==> src/rtl/anton_neopixel_pkg.sv <==
// Shared types, timing constants and helpers for the multi-channel NeoPixel serialiser.
package anton_neopixel_pkg;

    typedef enum logic [2:0] {
        ST_IDLE   = 3'd0,
        ST_FETCH  = 3'd1,
        ST_LOAD   = 3'd2,
        ST_STREAM = 3'd3,
        ST_SYNC   = 3'd4
    } state_t;

    localparam int unsigned T1H_TICKS           = 5;
    localparam int unsigned T0H_TICKS           = 2;
    localparam int unsigned TICKS_PER_BIT       = 8;
    localparam int unsigned BITS_PER_BYTE       = 8;
    localparam int unsigned TICK_BITS           = 3;
    localparam int unsigned BIT_IDX_BITS        = 3;
    localparam int unsigned RESET_DELAY_DEFAULT = 520;

    // Ceiling log2 usable in parameter expressions.
    function automatic int unsigned clog2(input int unsigned value);
        int unsigned result;
        result = 0;
        for (longint unsigned p = 1; p < longint'(value); p = p << 1) begin
            result++;
        end
        return result;
    endfunction

endpackage

==> src/rtl/anton_neopixel_lane.sv <==
// One output lane: byte length latch, shift/prefetch registers and registered pulse encoder.
module anton_neopixel_lane
    import anton_neopixel_pkg::*;
#(
    parameter int unsigned PIXELS_MAX = 8192,
    parameter int unsigned LEN_BITS   = clog2(PIXELS_MAX + 1)
) (
    input  logic                 clk6_4mhz,
    input  logic                 rstn,
    input  logic                 latch,
    input  logic                 mode32,
    input  logic [LEN_BITS-1:0]  chan_len,
    input  logic                 load_shift,
    input  logic                 load_pf,
    input  logic                 shift_bit,
    input  logic                 next_byte,
    input  logic                 emit,
    input  logic [TICK_BITS-1:0] tick,
    input  logic [LEN_BITS-1:0]  byte_idx,
    input  logic [7:0]           mem_byte,
    output logic [LEN_BITS-1:0]  len_next_c,
    output logic                 neo
);

    logic [LEN_BITS+1:0]  prod;
    logic [LEN_BITS-1:0]  len_bytes;
    logic [7:0]           shift;
    logic [7:0]           pf;
    logic [TICK_BITS-1:0] high_ticks;
    logic                 neo_d;

    // Byte count for the next frame: pixels * 3 (shift-add) or * 4, clamped.
    always_comb begin
        prod = mode32 ? {chan_len, 2'b00}
                      : ({2'b00, chan_len} + {1'b0, chan_len, 1'b0});
        len_next_c = (prod > (LEN_BITS+2)'(PIXELS_MAX)) ? LEN_BITS'(PIXELS_MAX)
                                                        : prod[LEN_BITS-1:0];
    end

    // Lanes past their own length stay low while longer lanes keep streaming.
    always_comb begin
        high_ticks = shift[7] ? TICK_BITS'(T1H_TICKS) : TICK_BITS'(T0H_TICKS);
        neo_d      = emit && (byte_idx < len_bytes) && (tick < high_ticks);
    end

    always_ff @(posedge clk6_4mhz or negedge rstn) begin
        if (!rstn) begin
            len_bytes <= '0;
            shift     <= '0;
            pf        <= '0;
            neo       <= 1'b0;
        end else begin
            if (latch) begin
                len_bytes <= len_next_c;
            end
            if (load_shift) begin
                shift <= mem_byte;
            end else if (next_byte) begin
                shift <= pf;
            end else if (shift_bit) begin
                shift <= {shift[6:0], 1'b0};
            end
            if (load_pf) begin
                pf <= mem_byte;
            end
            neo <= neo_d;
        end
    end

endmodule

==> src/rtl/anton_neopixel_multi_stream.sv <==
// Lockstep multi-strip NeoPixel serialiser: frame FSM, bit/byte counters and shared memory port.
module anton_neopixel_multi_stream
    import anton_neopixel_pkg::*;
#(
    parameter int unsigned CHANNELS    = 4,
    parameter int unsigned PIXELS_MAX  = 8192,
    parameter int unsigned RESET_DELAY = RESET_DELAY_DEFAULT,
    parameter int unsigned LEN_BITS    = clog2(PIXELS_MAX + 1),
    parameter int unsigned ADDR_BITS   = clog2(PIXELS_MAX * 4)
) (
    input  logic                         clk6_4mhz,
    input  logic                         rstn,
    input  logic                         enable,
    input  logic                         start,
    input  logic                         loop,
    input  logic                         stopReq,
    input  logic                         mode32,
    input  logic [CHANNELS*LEN_BITS-1:0] chanLen,
    output logic                         memRd,
    output logic [ADDR_BITS-1:0]         memAddr,
    input  logic [CHANNELS*8-1:0]        memData,
    output logic [CHANNELS-1:0]          neoData,
    output logic                         neoState,
    output logic                         frameDone
);

    localparam int unsigned SYNC_BITS = clog2(RESET_DELAY);

    state_t                  state, state_d;
    logic [TICK_BITS-1:0]    tick, tick_d;
    logic [BIT_IDX_BITS-1:0] bitc, bitc_d;
    logic [LEN_BITS-1:0]     k, k_d;
    logic [LEN_BITS-1:0]     total, total_d;
    logic [SYNC_BITS-1:0]    sync_cnt, sync_cnt_d;
    logic                    rd_q;
    logic                    mem_rd_d;
    logic [ADDR_BITS-1:0]    mem_addr_d;
    logic                    frame_done_d;
    logic                    neo_state_d;

    logic                    restart_c;
    logic                    latch_c;
    logic                    load_shift_c;
    logic                    load_pf_c;
    logic                    shift_bit_c;
    logic                    next_byte_c;
    logic                    emit_c;
    logic [LEN_BITS-1:0]     total_next_c;
    logic [LEN_BITS-1:0]     len_next [CHANNELS];

    // Frame length is the longest lane.
    always_comb begin
        total_next_c = '0;
        for (int c = 0; c < CHANNELS; c++) begin
            if (len_next[c] > total_next_c) begin
                total_next_c = len_next[c];
            end
        end
    end

    always_comb begin
        state_d      = state;
        tick_d       = tick;
        bitc_d       = bitc;
        k_d          = k;
        total_d      = total;
        sync_cnt_d   = sync_cnt;
        mem_rd_d     = 1'b0;
        mem_addr_d   = memAddr;
        frame_done_d = 1'b0;
        restart_c    = 1'b0;
        latch_c      = 1'b0;
        load_shift_c = 1'b0;
        load_pf_c    = 1'b0;
        shift_bit_c  = 1'b0;
        next_byte_c  = 1'b0;
        emit_c       = 1'b0;

        if (!enable) begin
            state_d = ST_IDLE;
        end else begin
            unique case (state)
                ST_IDLE: begin
                    restart_c = start;
                end
                ST_FETCH: begin
                    state_d = ST_LOAD;
                end
                ST_LOAD: begin
                    load_shift_c = 1'b1;
                    state_d      = ST_STREAM;
                    tick_d       = '0;
                    bitc_d       = '0;
                    if (total > LEN_BITS'(1)) begin
                        mem_rd_d   = 1'b1;
                        mem_addr_d = ADDR_BITS'(1);
                    end
                end
                ST_STREAM: begin
                    emit_c    = 1'b1;
                    load_pf_c = rd_q;
                    tick_d    = tick + TICK_BITS'(1);
                    if (tick == TICK_BITS'(TICKS_PER_BIT - 1)) begin
                        if (bitc == BIT_IDX_BITS'(BITS_PER_BYTE - 1)) begin
                            bitc_d = '0;
                            if (k == total - LEN_BITS'(1)) begin
                                state_d    = ST_SYNC;
                                sync_cnt_d = '0;
                            end else begin
                                // Prefetched byte moves in now; request the one after it.
                                next_byte_c = 1'b1;
                                k_d         = k + LEN_BITS'(1);
                                if (((LEN_BITS+1)'(k) + (LEN_BITS+1)'(2)) < (LEN_BITS+1)'(total)) begin
                                    mem_rd_d   = 1'b1;
                                    mem_addr_d = ADDR_BITS'(k) + ADDR_BITS'(2);
                                end
                            end
                        end else begin
                            shift_bit_c = 1'b1;
                            bitc_d      = bitc + BIT_IDX_BITS'(1);
                        end
                    end
                end
                ST_SYNC: begin
                    if (sync_cnt == SYNC_BITS'(RESET_DELAY - 1)) begin
                        if (loop && !stopReq) begin
                            restart_c = 1'b1;
                        end else begin
                            state_d = ST_IDLE;
                        end
                    end else begin
                        sync_cnt_d = sync_cnt + SYNC_BITS'(1);
                        if (sync_cnt == SYNC_BITS'(RESET_DELAY - 2)) begin
                            frame_done_d = 1'b1;
                        end
                    end
                end
                default: begin
                    state_d = ST_IDLE;
                end
            endcase
        end

        // Frame boundary: latch lengths, then fetch byte 0 or go straight to sync.
        if (restart_c) begin
            latch_c = 1'b1;
            total_d = total_next_c;
            if (total_next_c == '0) begin
                state_d    = ST_SYNC;
                sync_cnt_d = '0;
            end else begin
                state_d    = ST_FETCH;
                mem_rd_d   = 1'b1;
                mem_addr_d = '0;
                k_d        = '0;
            end
        end

        neo_state_d = (state_d != ST_IDLE);
    end

    always_ff @(posedge clk6_4mhz or negedge rstn) begin
        if (!rstn) begin
            state     <= ST_IDLE;
            tick      <= '0;
            bitc      <= '0;
            k         <= '0;
            total     <= '0;
            sync_cnt  <= '0;
            rd_q      <= 1'b0;
            memRd     <= 1'b0;
            memAddr   <= '0;
            frameDone <= 1'b0;
            neoState  <= 1'b0;
        end else begin
            state     <= state_d;
            tick      <= tick_d;
            bitc      <= bitc_d;
            k         <= k_d;
            total     <= total_d;
            sync_cnt  <= sync_cnt_d;
            rd_q      <= memRd;
            memRd     <= mem_rd_d;
            memAddr   <= mem_addr_d;
            frameDone <= frame_done_d;
            neoState  <= neo_state_d;
        end
    end

    for (genvar c = 0; c < CHANNELS; c++) begin : g_lane
        anton_neopixel_lane #(
            .PIXELS_MAX (PIXELS_MAX),
            .LEN_BITS   (LEN_BITS)
        ) u_lane (
            .clk6_4mhz  (clk6_4mhz),
            .rstn       (rstn),
            .latch      (latch_c),
            .mode32     (mode32),
            .chan_len   (chanLen[c*LEN_BITS +: LEN_BITS]),
            .load_shift (load_shift_c),
            .load_pf    (load_pf_c),
            .shift_bit  (shift_bit_c),
            .next_byte  (next_byte_c),
            .emit       (emit_c),
            .tick       (tick),
            .byte_idx   (k),
            .mem_byte   (memData[c*8 +: 8]),
            .len_next_c (len_next[c]),
            .neo        (neoData[c])
        );
    end

endmodule

==> config.mk <==
export PLATFORM = sky130hd
export DESIGN_NAME = anton_neopixel_multi_stream
export DESIGN_NICKNAME = d
export VERILOG_FILES = /design/src/rtl/anton_neopixel_pkg.sv /design/src/rtl/anton_neopixel_lane.sv /design/src/rtl/anton_neopixel_multi_stream.sv
export SDC_FILE = /design/constraint.sdc
export NUM_CORES = 1
export LEC_CHECK = 0
export ABC_AREA = 0
export CORE_UTILIZATION = 40
export DETAILED_ROUTE_END_ITERATION = 7
export HOLD_SLACK_MARGIN = 0.1
export MAX_ROUTING_LAYER = met4
export PLACE_DENSITY_LB_ADDON = 0.25
export SYNTH_ARGS = -nofsm -noshare
export SYNTH_HDL_FRONTEND = slang
export SYNTH_SLANG_ARGS = --single-unit
==> constraint.sdc <==
create_clock -name clk6_4mhz -period 9.26 [get_ports clk6_4mhz]
set_input_delay 0.926 -clock clk6_4mhz [delete_from_list [all_inputs] [get_ports clk6_4mhz]]
set_output_delay 0.926 -clock clk6_4mhz [all_outputs]
set_load 0.02 [all_outputs]
# Word-level counts from Yosys, hierarchy flattened

Index checks and enable logic that the tools add are counted.

Flip-flop bits (word level): 190
Input bits: 95
Output and inout bits: 22
Word-level logic and storage cells: 180

Add/subtract/negate cells: 10
Order comparisons: 18
Equality and inequality tests: 10
Multiplexer cells: 98
Reduce and logical (&&, ||, !) cells: 17

Operator list:

| operator                                                                | number |
|---|---|
| 14-bit 2-to-1 mux                                                       | 15 |
| 15-bit 2-to-1 mux                                                       | 8 |
| 8-bit 2-to-1 mux                                                        | 12 |
| 10-bit 2-to-1 mux                                                       | 7 |
| 14-bit by 15-bit adder with 16-bit output                               | 4 |
| 16-bit by 14-bit > comparator with 1-bit output (second input constant) | 4 |
| 16-bit 2-to-1 mux                                                       | 4 |
| 14-bit < comparator                                                     | 4 |
| 14-bit > comparator                                                     | 3 |
| 3-bit 2-to-1 mux                                                        | 14 |
| 1-bit 2-to-1 mux                                                        | 31 |
| 15-bit case mux with 2 select lines                                     | 1 |
| 14-bit by 1-bit > comparator with 1-bit output (second input constant)  | 2 |
| 10-bit == test (second input constant)                                  | 2 |
| 10-bit case mux with 2 select lines                                     | 1 |
| 14-bit by 2-bit adder with 15-bit output (second input constant)        | 1 |
| 15-bit by 14-bit < comparator with 1-bit output                         | 1 |
| 3-bit case mux with 5 select lines                                      | 1 |
| 14-bit by 1-bit adder with 14-bit output (second input constant)        | 1 |
| 14-bit == test                                                          | 1 |
| 14-bit logical NOT                                                      | 1 |
| 14-bit by 1-bit subtractor with 14-bit output (second input constant)   | 1 |
| 3-bit < comparator                                                      | 4 |
| 3-bit case mux with 2 select lines                                      | 2 |
| 14 further kinds                                                        | 28 |

# Longest topological paths before layout

Word-level depth: 16
Gate-level depth with buffers: 50
Depth with buffers taken out: 43

# Cells and area by module

Synthesis repeated with hierarchy kept, for this count alone.

Cells, all modules: 1909
Area, all modules: 16706.0 um^2

By module, submodules not included:

| module                      | instances | cells an instance | area each (um^2) |
|---|---|---|---|
| anton_neopixel_lane         | 4         | 297               | 2672.6 |
| anton_neopixel_multi_stream | 1         | 721               | 6015.8 |

# Worst setup path before layout

OpenSTA, ideal clock, no wires.

Kind: input-to-reg
From: input port chanLen[0]
To: register state[0]
Setup time: 131 ps
Arrival time: 10211 ps
Data required time: 9129 ps
Path slack: -1082 ps
Stages on the path: 44
Buffers on the path: 5
Cell sequence: ha_1 -> inv_1 -> fa_1 -> nand2b_1 -> a21bo_2 -> a211oi_1 -> o21a_1 -> nor3_1 -> or4_1 -> a21oi_1 -> nand2_1 -> ha_1 -> a211oi_1 -> nand4_1 -> a311oi_1 -> or3_1 -> clkbuf_1 -> nor3_1 -> (+8 left out) -> nor2b_1 -> o31a_1 -> o31ai_1 -> clkbuf_1 -> mux2i_1 -> ha_1 -> and3_1 -> and3_1 -> a31oi_1 -> nor2b_1 -> clkbuf_1 -> nor2_1 -> o211ai_1 -> o2111ai_1 -> nor4_4 -> a21oi_2 -> buf_6 -> or3_1

Longest elaborated chain between the ends: 15

Ends and longest elaborated chain:

| item                                            | RTL line                           | source |
|---|---|---|
| start, declared                                 | anton_neopixel_multi_stream.sv:18  | `input logic [CHANNELS*LEN_BITS-1:0] chanLen,` |
| 14-bit by 15-bit adder with 16-bit output       | anton_neopixel_lane.sv:35          | `: ({2'b00, chan_len} + {1'b0, chan_len, 1'b0});` |
| 16-bit 2-to-1 mux (*)                           | anton_neopixel_lane.sv:34          | `prod = mode32 ? {chan_len, 2'b00}` |
| 16-bit by 14-bit > comparator with 1-bit output | anton_neopixel_lane.sv:36          | `len_next_c = (prod > (LEN_BITS+2)'(PIXELS_MAX)) ? LEN_BITS'(PIXELS_MAX)` |
| 14-bit 2-to-1 mux (*)                           | anton_neopixel_lane.sv:36          |  |
| 14-bit by 1-bit > comparator with 1-bit output  | anton_neopixel_multi_stream.sv:55  | `if (len_next[c] > total_next_c) begin` |
| 14-bit 2-to-1 mux (*)                           | anton_neopixel_multi_stream.sv:55  |  |
| 14-bit > comparator                             | anton_neopixel_multi_stream.sv:55  |  |
| 14-bit 2-to-1 mux (*)                           | anton_neopixel_multi_stream.sv:55  |  |
| 14-bit > comparator                             | anton_neopixel_multi_stream.sv:55  |  |
| 14-bit 2-to-1 mux (*)                           | anton_neopixel_multi_stream.sv:55  |  |
| 14-bit > comparator                             | anton_neopixel_multi_stream.sv:55  |  |
| 14-bit 2-to-1 mux (*)                           | anton_neopixel_multi_stream.sv:55  |  |
| 14-bit logical NOT (*)                          | anton_neopixel_multi_stream.sv:148 | `if (total_next_c == '0) begin` |
| 3-bit 2-to-1 mux (*)                            | anton_neopixel_multi_stream.sv:148 |  |
| 3-bit 2-to-1 mux (*)                            | anton_neopixel_multi_stream.sv:145 | `if (restart_c) begin` |
| net state_d[0]                                  | anton_neopixel_multi_stream.sv:29  | `state_t state, state_d;` |
| end signal, assigned                            | anton_neopixel_multi_stream.sv:176 | `state <= state_d;` |
| end, declared                                   | anton_neopixel_multi_stream.sv:29  |  |

The timed path passes the listed nets; every way through them passes the cells marked *.
A chain may end at the register's enable or synchronous reset.

# Worst setup path in the final report

From: input port chanLen[2]
To: register memAddr[13]

Longest elaborated chain between the ends: 15

Ends and longest elaborated chain:

| item                                            | RTL line                           | source |
|---|---|---|
| 14-bit by 15-bit adder with 16-bit output       | anton_neopixel_lane.sv:35          |  |
| 16-bit 2-to-1 mux (*)                           | anton_neopixel_lane.sv:34          |  |
| 16-bit by 14-bit > comparator with 1-bit output | anton_neopixel_lane.sv:36          |  |
| 14-bit 2-to-1 mux (*)                           | anton_neopixel_lane.sv:36          |  |
| 14-bit by 1-bit > comparator with 1-bit output  | anton_neopixel_multi_stream.sv:55  |  |
| 14-bit 2-to-1 mux (*)                           | anton_neopixel_multi_stream.sv:55  |  |
| 14-bit > comparator                             | anton_neopixel_multi_stream.sv:55  |  |
| 14-bit 2-to-1 mux (*)                           | anton_neopixel_multi_stream.sv:55  |  |
| 14-bit > comparator                             | anton_neopixel_multi_stream.sv:55  |  |
| 14-bit 2-to-1 mux (*)                           | anton_neopixel_multi_stream.sv:55  |  |
| 14-bit > comparator                             | anton_neopixel_multi_stream.sv:55  |  |
| 14-bit 2-to-1 mux (*)                           | anton_neopixel_multi_stream.sv:55  |  |
| 14-bit logical NOT (*)                          | anton_neopixel_multi_stream.sv:148 |  |
| 15-bit 2-to-1 mux (*)                           | anton_neopixel_multi_stream.sv:148 |  |
| 15-bit 2-to-1 mux (*)                           | anton_neopixel_multi_stream.sv:145 |  |
| net mem_addr_d[13]                              | anton_neopixel_multi_stream.sv:37  | `logic [ADDR_BITS-1:0] mem_addr_d;` |
| end signal, assigned                            | anton_neopixel_multi_stream.sv:184 | `memAddr <= mem_addr_d;` |
| end, declared                                   | anton_neopixel_multi_stream.sv:20  | `output logic [ADDR_BITS-1:0] memAddr,` |

Marked as above.

==> flow_metrics.env <==
export IMPL_status="finished with violations"
export IMPL_violations="setup timing"
export IMPL_switching_share=0.421
export IMPL_synthCells=1990
export IMPL_critPathTopFamily="compound AO/OA/AOI/OAI gates"
export IMPL_port_buffers=116
export IMPL_cts_tree="yes"
export IMPL_die_y_um=208
export IMPL_ios=117
export IMPL_cts_root_buffer="clkbuf_16"
export IMPL_worst_slack_ns=-0.255
export IMPL_dpl_hpwl_um=41700
export IMPL_synth_seq_cells=190
export IMPL_p_leak_nw=10.3
export IMPL_routed_via_count=16558
export IMPL_cts_clk_slew_worst_paths_ns=0.07
export IMPL_final_util=0.543
export IMPL_max_cap_violations=0
export IMPL_antenna_found_initial=0
export IMPL_gp_congestion=0.975
export IMPL_power_frac_seq=0.242
export IMPL_intPower_mw=2.82
export IMPL_comb_power_share=0.609
export IMPL_routed_wl_um=55400
export IMPL_reg2regPathDepth=14
export IMPL_worstHoldStart="memRd"
export IMPL_die_w_um=208
export IMPL_final_common_cell="buf_4"
export IMPL_p_per_area_nw_per_um2=214
export IMPL_ys_warn_count=0
export IMPL_hold_depth=0
export IMPL_cts_buffers=17
export IMPL_ys_flop_type="dfrtp_1"
export IMPL_area_growth_pct=34.1
export IMPL_hold_buffers=0
export IMPL_critical_path_buf_inv_count=9
export IMPL_holdWs_ns=0.385
export IMPL_htreeDepth=4
export IMPL_cp_max_fo=7
export IMPL_max_freq_ghz=0.105
export IMPL_critPathKind="in2reg"
export IMPL_grt_pass1_vias=16343
export IMPL_fin_worst_skew_ns=0.0103
export IMPL_rsz0062_at_grt="yes"
export IMPL_slowest_delay_ns=0.55
export IMPL_drt_iter0_markers=915
export IMPL_final_cell_mix="buf_4, dfrtp_1, nand2_1, ha_1, nor2_1"
export IMPL_hold_viol=0
export IMPL_pwr_share_clk=0.149
export IMPL_start_util=0.405
export IMPL_grt_max_degree=123
export IMPL_period_minus_slack_ns=9.51
export IMPL_pre_cts_ws_ns=-1.19
export IMPL_r2r_start="k[1]"
export IMPL_relSlewSlack=0.243
export IMPL_ir_worst_vdd_mv=0.177
export IMPL_synth_area_um2=17000
export IMPL_p_sw_mw=2.05
export IMPL_grt_usage=0.260
export IMPL_p_total_mw=4.88
export IMPL_critPathArrivalTime_ns=9.86
export IMPL_endpoint_kind="register"
export IMPL_coreArea_um2=41900
export IMPL_overflow=0
export IMPL_drive_gt1_frac=0.264
export IMPL_layout_nets=2624
export IMPL_insertedDiodeCount=0
export IMPL_period_share=1.03
export IMPL_rr_endpoint="memAddr[2]"
export IMPL_ys_seq_area_frac=0.280
export IMPL_clock_sinks=190
export IMPL_clk_latency_ns=0.44
export IMPL_post_synth_top_area_fraction=0.280
export IMPL_tightestPinTransition_ns=1.14
export IMPL_avgSynthCellArea_um2=8.54
export IMPL_synthDistinctLibCells=99
export IMPL_antenna_left=0
export IMPL_slew_viol_final=0
export IMPL_syn_num_nets=2275
export IMPL_synthTopCellsByArea="dfrtp_1, ha_1, nand2_1"
export IMPL_grt_pass1_wl_um=88200
export IMPL_holdCritPathClass="reg2reg"
export IMPL_setup_viol=42
export IMPL_ff2ff_setup_slack_ns=4.84
export IMPL_critPathSlowestCell="or4_4"
export IMPL_worstPathRequired_ns=9.60
export IMPL_drt_pass1_iter_count=7
export IMPL_rows=75
export IMPL_min_to="rd_q"
export IMPL_wire_per_inst_um=19.2
export IMPL_clock_path_buffers=2
export IMPL_startpoint_type="input port"
export IMPL_synth_edf_count=0
export IMPL_synth_top_cell_by_area="dfrtp_1"
export IMPL_dieArea_um2=43300
export IMPL_drc=0
export IMPL_synthArstFlopShare=1.00
export IMPL_vias_per_cell=5.73
[power groups by stage]
stage                     Combinational, mW  Sequential, mW  Clock (mW)
after floorplan                        1.61            1.15           0
after global placement                 2.49            1.18           0
after detailed placement               2.53            1.20           0
after CTS                              2.77            1.18       0.738
after global routing                   3.22            1.21       0.773
final                                  2.97            1.18       0.725
[area by class of cell]
type	count	area [µm²]
fill	3830	19200
sequential	190	4750
tap	539	674
clock buffer	18	439
timing repair buffer	429	3730
inverter	115	432
multi-input combinational	1586	12600
clock inverter	14	151
[metal layers]
layer	track usage	routed length (µm)	vias to the layer above
li1	-	-	8041
met1	0.341	25700	8073
met2	0.427	26600	366
met3	0.0238	1910	78
met4	0.0708	1260	0
met5	-	0	-
[registers in the layout, indices dropped and copies added (netlist names)]
name	count
g_lane.u_lane.len_bytes	56
g_lane.u_lane.pf	32
g_lane.u_lane.shift	32
memAddr	15
k	14
total	14
sync_cnt	10
g_lane.u_lane.neo	4
bitc	3
state	3
tick	3
frameDone	1
memRd	1
neoState	1
rd_q	1
[what timing repair did]
action | CTS | global route
endpoints found under the setup margin | 48 | 47
gates resized for setup | 163 | 109
cloned | 3 | 1
pin swaps | 54 | 99
setup buffers | 17 | 25
[metrics by stage]
step                      cells  area (µm²)  setup TNS (ns)
after floorplan            1990       17200               0
after global placement     2814       20700          -41.84
after detailed placement   2814       20700          -54.57
after CTS                  2865       22100               0
after global routing       2891       22800          -20.32
final                      2891       22800           -8.30
[how the worst max path moves through the flow]
| stage | start | end | slack, ns | cells past startpoint |
|---|---|---|---|---|
| after floorplan | chanLen[0] | state[0] | 0.01 | 44 |
| after global placement | chanLen[15] | k[2] | -0.96 | 44 |
| final | chanLen[2] | memAddr[13] | -0.25 | 46 |
| after global routing | chanLen[12] | k[1] | -0.54 | 46 |
| after detailed placement | chanLen[15] | memAddr[3] | -1.19 | 46 |
| after CTS | chanLen[2] | state[0] | 0.0003 | 43 |
[cell families after synthesis]
| group | after synthesis | share of synthesized area |
|---|---|---|
| mux | 87 | 0.0546 |
| xor+xnor | 58 | 0.0299 |
| simple gates | 642 | 0.192 |
| fa+ha+maj | 190 | 0.142 |
| buf+inv | 215 | 0.0523 |
| flops | 190 | 0.280 |
| compound gates | 608 | 0.250 |
[cells in the mapped netlist (all sizes together), types with 10 or more instances]
cell type and number:
clkbuf 62, o21ai 118, nor3b 15, nor2 163, xor2 30, o31ai 41
buf 38, nand2b 27, mux2i 42, a21oi 120, ha 186, a211oi 63
o211ai 21, a31oi 17, a21o 80, o21a 21, nand3 61, mux2 45
or2 13, dfrtp 190, nor4 11, and2 16, inv 115, xnor2 28
nor2b 22, nand4 28, nand2 165, and3 26, or3 10, a22oi 10
nor3 53
Note: power is estimated with default switching activity, not from simulation.
